$ cat src/rtl/ram_fifo_pkg.sv
// Shared state encoding and default sizing for the RAM-backed FIFO controller.
`timescale 1ns/1ps
package ram_fifo_pkg;

  localparam int ADDR_SIZE_DEF   = 10;
  localparam int WORD_SIZE_DEF   = 8;
  localparam int MEMORY_SIZE_DEF = 1024;

  typedef enum logic [2:0] {
    IDLE    = 3'd0,
    WSETUP  = 3'd1,
    WSTROBE = 3'd2,
    WHOLD   = 3'd3,
    RSETUP  = 3'd4,
    RDONE   = 3'd5
  } state_e;

endpackage

$ cat src/rtl/ram_fifo_ctrl.sv
// FIFO controller driving an external level-sensitive single-port RAM.
// Each write uses a setup/strobe/hold sequence; each read uses setup/done.
`timescale 1ns/1ps
module ram_fifo_ctrl
  import ram_fifo_pkg::*;
#(
  parameter int addr_size   = ADDR_SIZE_DEF,
  parameter int word_size   = WORD_SIZE_DEF,
  parameter int memory_size = MEMORY_SIZE_DEF
) (
  input  logic                 clk,
  input  logic                 rst_n,
  input  logic                 push,
  input  logic [word_size-1:0] push_data,
  output logic                 push_ready,
  input  logic                 pop,
  output logic [word_size-1:0] pop_data,
  output logic                 pop_valid,
  output logic                 full,
  output logic                 empty,
  output logic [addr_size:0]   count,
  output logic                 ovf,
  output logic                 udf,
  output logic [addr_size-1:0] ram_addr,
  output logic [word_size-1:0] ram_data_in,
  output logic                 ram_wr,
  output logic                 ram_cs,
  input  logic [word_size-1:0] ram_data_out
);

  localparam logic [addr_size:0] C_FULL = (addr_size+1)'(memory_size);

  state_e               r_state;
  state_e               w_next;
  logic [addr_size-1:0] r_wr_ptr;
  logic [addr_size-1:0] r_rd_ptr;
  logic [addr_size:0]   r_count;
  logic [addr_size-1:0] r_ram_addr;
  logic [word_size-1:0] r_ram_data_in;
  logic [word_size-1:0] r_pop_data;
  logic                 r_ram_wr;
  logic                 r_ram_cs;
  logic                 r_pop_valid;
  logic                 r_ovf;
  logic                 r_udf;
  logic                 r_rr_pop;

  logic w_idle;
  logic w_full;
  logic w_empty;
  logic w_push_ok;
  logic w_pop_ok;
  logic w_grant_push;
  logic w_grant_pop;

  assign w_idle    = (r_state == IDLE);
  assign w_full    = (r_count == C_FULL);
  assign w_empty   = (r_count == '0);
  assign w_push_ok = push && w_idle && !w_full;
  assign w_pop_ok  = pop  && w_idle && !w_empty;

  // On contention r_rr_pop says which side wins; otherwise the lone requester wins.
  assign w_grant_push = w_push_ok && (!w_pop_ok || !r_rr_pop);
  assign w_grant_pop  = w_pop_ok && !w_grant_push;

  // NOTE: w_next gets a default before the case so no path leaves it unassigned
  // (an unassigned path in always_comb would infer a latch).
  always_comb begin
    w_next = r_state;
    unique case (r_state)
      IDLE: begin
        if (w_grant_push)     w_next = WSETUP;
        else if (w_grant_pop) w_next = RSETUP;
      end
      WSETUP:  w_next = WSTROBE;
      WSTROBE: w_next = WHOLD;
      WHOLD:   w_next = IDLE;
      RSETUP:  w_next = RDONE;
      RDONE:   w_next = IDLE;
      default: w_next = IDLE;
    endcase
  end

  // NOTE: all state updates use non-blocking assignments so every register
  // samples pre-edge values regardless of statement order.
  always_ff @(posedge clk or negedge rst_n) begin
    if (!rst_n) begin
      r_state       <= IDLE;
      r_wr_ptr      <= '0;
      r_rd_ptr      <= '0;
      r_count       <= '0;
      r_ram_addr    <= '0;
      r_ram_data_in <= '0;
      r_pop_data    <= '0;
      r_ram_wr      <= 1'b0;
      r_ram_cs      <= 1'b0;
      r_pop_valid   <= 1'b0;
      r_ovf         <= 1'b0;
      r_udf         <= 1'b0;
      r_rr_pop      <= 1'b1;
    end else begin
      r_state     <= w_next;
      // Strobes are registered from the next state so they never glitch.
      r_ram_wr    <= (w_next == WSTROBE);
      r_ram_cs    <= (w_next != IDLE);
      r_pop_valid <= (w_next == RDONE);
      r_ovf       <= push && w_idle && w_full;
      r_udf       <= pop  && w_idle && w_empty;

      if (w_push_ok && w_pop_ok) r_rr_pop <= w_grant_push;

      if (w_grant_push) begin
        r_ram_addr    <= r_wr_ptr;
        r_ram_data_in <= push_data;
      end else if (w_grant_pop) begin
        r_ram_addr <= r_rd_ptr;
      end

      if (r_state == RSETUP) r_pop_data <= ram_data_out;

      if (r_state == WHOLD) begin
        r_wr_ptr <= r_wr_ptr + 1'b1;
        r_count  <= r_count + 1'b1;
      end else if (r_state == RDONE) begin
        r_rd_ptr <= r_rd_ptr + 1'b1;
        r_count  <= r_count - 1'b1;
      end
    end
  end

  assign push_ready  = w_idle && !w_full;
  assign pop_data    = r_pop_data;
  assign pop_valid   = r_pop_valid;
  assign full        = w_full;
  assign empty       = w_empty;
  assign count       = r_count;
  assign ovf         = r_ovf;
  assign udf         = r_udf;
  assign ram_addr    = r_ram_addr;
  assign ram_data_in = r_ram_data_in;
  assign ram_wr      = r_ram_wr;
  assign ram_cs      = r_ram_cs;

endmodule
$ cat config.mk
export PLATFORM = sky130hd
export DESIGN_NAME = ram_fifo_ctrl
export DESIGN_NICKNAME = d
export VERILOG_FILES = /design/src/rtl/ram_fifo_pkg.sv /design/src/rtl/ram_fifo_ctrl.sv
export SDC_FILE = /design/constraint.sdc
export NUM_CORES = 1
export LEC_CHECK = 0
export ABC_CLOCK_PERIOD_IN_PS = 6050
export CAP_MARGIN = 20
export CORE_UTILIZATION = 45
export CTS_BUF_LIST = sky130_fd_sc_hd__clkbuf_4
export DETAILED_ROUTE_END_ITERATION = 16
export PLACE_DENSITY_LB_ADDON = 0.08
export REMOVE_ABC_BUFFERS = 1
export SLEW_MARGIN = 10
export SYNTH_ARGS = -nofsm -noshare
export SYNTH_HDL_FRONTEND = slang
export SYNTH_SLANG_ARGS = --single-unit
$ cat constraint.sdc
create_clock -name clk -period 6.05 [get_ports clk]
set_input_delay 1.21 -clock clk [delete_from_list [all_inputs] [get_ports clk]]
set_output_delay 1.21 -clock clk [all_outputs]
set_load 0.03 [all_outputs]
==> results.toml <==
[power]
combPwrFrac_pct = 56.7
p_leak_nw = 1.85
p_sw_w = 0.00106
p_int_w = 0.00137
swShare_pct = 43.6
powerDensity_nw_per_um2 = 586
clkPwrFrac_pct = 10.8
p_seq_share_pct = 32.5
vdd_drop_max_mv = 0.324

[drt]
wl_mm = 6.21
first_pass_iters = 6
drc = 0
wire_per_inst_um = 13.7
drtAntennaViolNets = 0
drtIter0Drc = 67
vias = 2322
avgViaCountPerCell = 5.10

[critical_path]
critical_path_required_ns = 4.84
r2r_start = "r_state[2]"
startpoint_type = "flop"
worstPathMaxFanout = 4
reg2regPathDepth = 8
critPathSlowestCell = "clkdlybuf4s50_1"
crit_arrival_ns = 2.30
rrSetupSlack_ns = 3.18
cp-endpoint = "push_ready"
crit_path_end_kind = "primary output"
r2r-end = "count[10]"
critical-path-max-stage-delay_ns = 0.59
cp-startpoint = "count[6]"
worstPathCellList = "nor4_2 > nand4_1 > and2_1 > clkdlybuf4s50_1"
worstSetupPathType = "reg -> out"

[final_layout]
syn2layout_area_growth_pct = 23.4
antennaDiodeCount = 0
final_common_cell = "dfrtp_1"
num-fill-cells = 664
drive_gt1_share_pct = 18.5
fin_area_um2 = 4150
nNetsFinal = 385
mostFrequentLayoutCells = "dfrtp_1 (65), clkdlybuf4s50_1 (63), nand2_1 (21)"
multi_input_area_um2 = 1540
seqCellArea_um2 = 1650

[synth]
synth-edff-count = 0
syn_area_um2 = 3360
syn_inst = 285
ys_seq_area_share_pct = 49.1
ys.warnings.count = 0
synth-seq-cells = 66
ys_types = 50
avgSynthCellArea_um2 = 11.8
ys.flop_type = "dfrtp_1"
postSynth.asyncResetShare_pct = 100

[min_path]
hold_path_class = "reg -> reg"
worstHoldPathCells = 1

[sta]
fin_crit_ns = 3.51
finalMaxSlewViolations = 0
tns_ns = 0
max_freq_mhz = 285
hold_violations = 0
finalClockSkew_ns = 0.0101
slew_headroom_pct = 44.6
rsz0062_at_grt = "no"
final.period_utilization_pct = 58.0
setup_viol_count_final = 0
worst_pin_slew_ns = 0.830

[clock_tree]
cts_root_buf = "clkbuf_4"
htree_levels = 3
holdBufCountCts = 0
cts_setup_buffers = 0
clk_latency_ns = 0.40
cts_sinks = 66
cts-buffers-inserted = 9
cts_tree = "built"
ctsLongestPathBuffers = 2
cts_resized = 0
clk_pin_slew_worst_paths_ns = 0.10

[global_route]
grt_usage_pct = 17.5
antenna_found_initial = 0
grt_pass1_wl_mm = 10.3
grt_pass1_vias = 2230
overflow = 0
grt_start_max_net_pins = 67

[die]
die_h_um = 88.5
ios = 65
rows = 31
die-area_um2 = 7820
fp.dieW_um = 88.5
core_area_um2 = 7250
start_util_pct = 46.4

[placement]
place.gp.congestion = 0.753
place_hpwl_mm = 4.34
placed_area_um2 = 4030
port_buffers = 64

[status]
status = "finished clean"

[job]
cap_viol_max_count = 0
how the worst min path moves through the flow:
stage / slack, ns / to / from
2_1_floorplan: 0.45 / r_rd_ptr[9] / r_rd_ptr[9]
3_3_place_gp: 0.46 / r_wr_ptr[9] / r_wr_ptr[9]
3_5_place_dp: 0.47 / r_wr_ptr[9] / r_wr_ptr[9]
4_1_cts: 0.49 / r_wr_ptr[9] / r_wr_ptr[9]
5_1_grt: 0.53 / r_wr_ptr[9] / r_wr_ptr[9]
6_report: 0.48 / r_wr_ptr[9] / r_wr_ptr[9]
metrics by stage:
stage | hold WS (ns) | util, % | setup WS [ns] | std cells | power (W)
5_1_grt | 0.526 | 57.2 | 2.37 | 455 | 0.00261
3_5_place_dp | 0.473 | 55.5 | 2.61 | 440 | 0.00218
2_1_floorplan | 0.446 | - | 3.39 | 274 | 0.00173
6_report | 0.479 | 57.2 | 2.54 | 455 | 0.00243
3_3_place_gp | 0.460 | 55.5 | 2.69 | 440 | 0.00217
4_1_cts | 0.486 | 57.1 | 2.46 | 454 | 0.00246
kinds of logic (layout without fill, tap and decap cells):
| group | after synthesis | count (layout) | synth area share [%] |
|---|---|---|---|
| simple gates | 77 | 77 | 13.1 |
| flops | 66 | 66 | 49.1 |
| fa+ha+maj | 12 | 12 | 4.69 |
| buf+inv | 26 | 97 | 5.21 |
| mux | 18 | 18 | 6.88 |
| compound gates | 56 | 56 | 13.2 |
| xor+xnor | 30 | 30 | 7.81 |
sequential cells by signal (all words and copies together) (netlist names):
signal,count
ram_wr,1
r_rr_pop,1
pop_data,8
ram_addr,10
r_wr_ptr,10
count,11
ram_cs,1
ram_data_in,8
r_rd_ptr,10
udf,1
ovf,1
r_state,3
pop_valid,1
worst max-delay path: cells and delay by family (launching register included):
family	cells	cell delay, ns
AND/OR/NAND/NOR	3	0.88
buffers and inverters	1	0.59
flip-flops	1	0.44
synthesized netlist by cell type, types with 2 or more instances:
cell / n / share of area, %
nand2_1: 21 / 2.3
a21oi_1: 10 / 1.5
o211ai_1: 3 / 0.67
and3_1: 5 / 0.93
mux2_4: 8 / 3.6
buf_2: 3 / 0.45
nor3b_1: 3 / 0.67
nand4_1: 3 / 0.56
buf_12: 2 / 1.2
nor2_1: 9 / 1.0
and2_1: 3 / 0.56
a211oi_1: 3 / 0.67
a21oi_2: 9 / 2.3
o21ai_0: 9 / 1.3
ha_1: 11 / 4.1
xor2_1: 10 / 2.6
nand3_1: 14 / 2.1
xnor2_1: 20 / 5.2
a21o_1: 5 / 1.1
mux2_2: 9 / 3.0
and3b_1: 2 / 0.52
nand3b_1: 3 / 0.67
o22ai_2: 9 / 3.3
nor2_2: 2 / 0.37
nand2_2: 3 / 0.56
inv_1: 14 / 1.6
buf_6: 5 / 1.7
dfrtp_1: 65 / 48
power groups by stage:
| stage | Clock (W) | Sequential, W | Combinational (W) |
|---|---|---|---|
| final | 0.000262 | 0.000792 | 0.00138 |
| after global placement | 0 | 0.000797 | 0.00137 |
| after floorplan | 0 | 0.00104 | 0.000697 |
| after CTS | 0.000278 | 0.000794 | 0.00139 |
| after detailed placement | 0 | 0.000801 | 0.00138 |
| after global routing | 0.000297 | 0.000823 | 0.00149 |
area by class of cell:
class | instances | area share, %
flip-flops and latches | 66 | 39.8
multi-input cells | 193 | 37.0
well taps | 99 | 2.99
repair buffers | 68 | 16.0
clock inverters | 5 | 1.15
clock buffers | 9 | 1.63
inverters | 15 | 1.36
per-layer routing:
layer / track usage (%) / vias up / part of all wire [%]
li1: - / 1135 / -
met1: 21.7 / 1149 / 47
met2: 28.6 / 30 / 48
met3: 6.44 / 8 / 3.6
met4: 5.28 / 0 / 1.2
met5: 0 / - / 0
No activity file was read; power rests on OpenSTA's default activity.
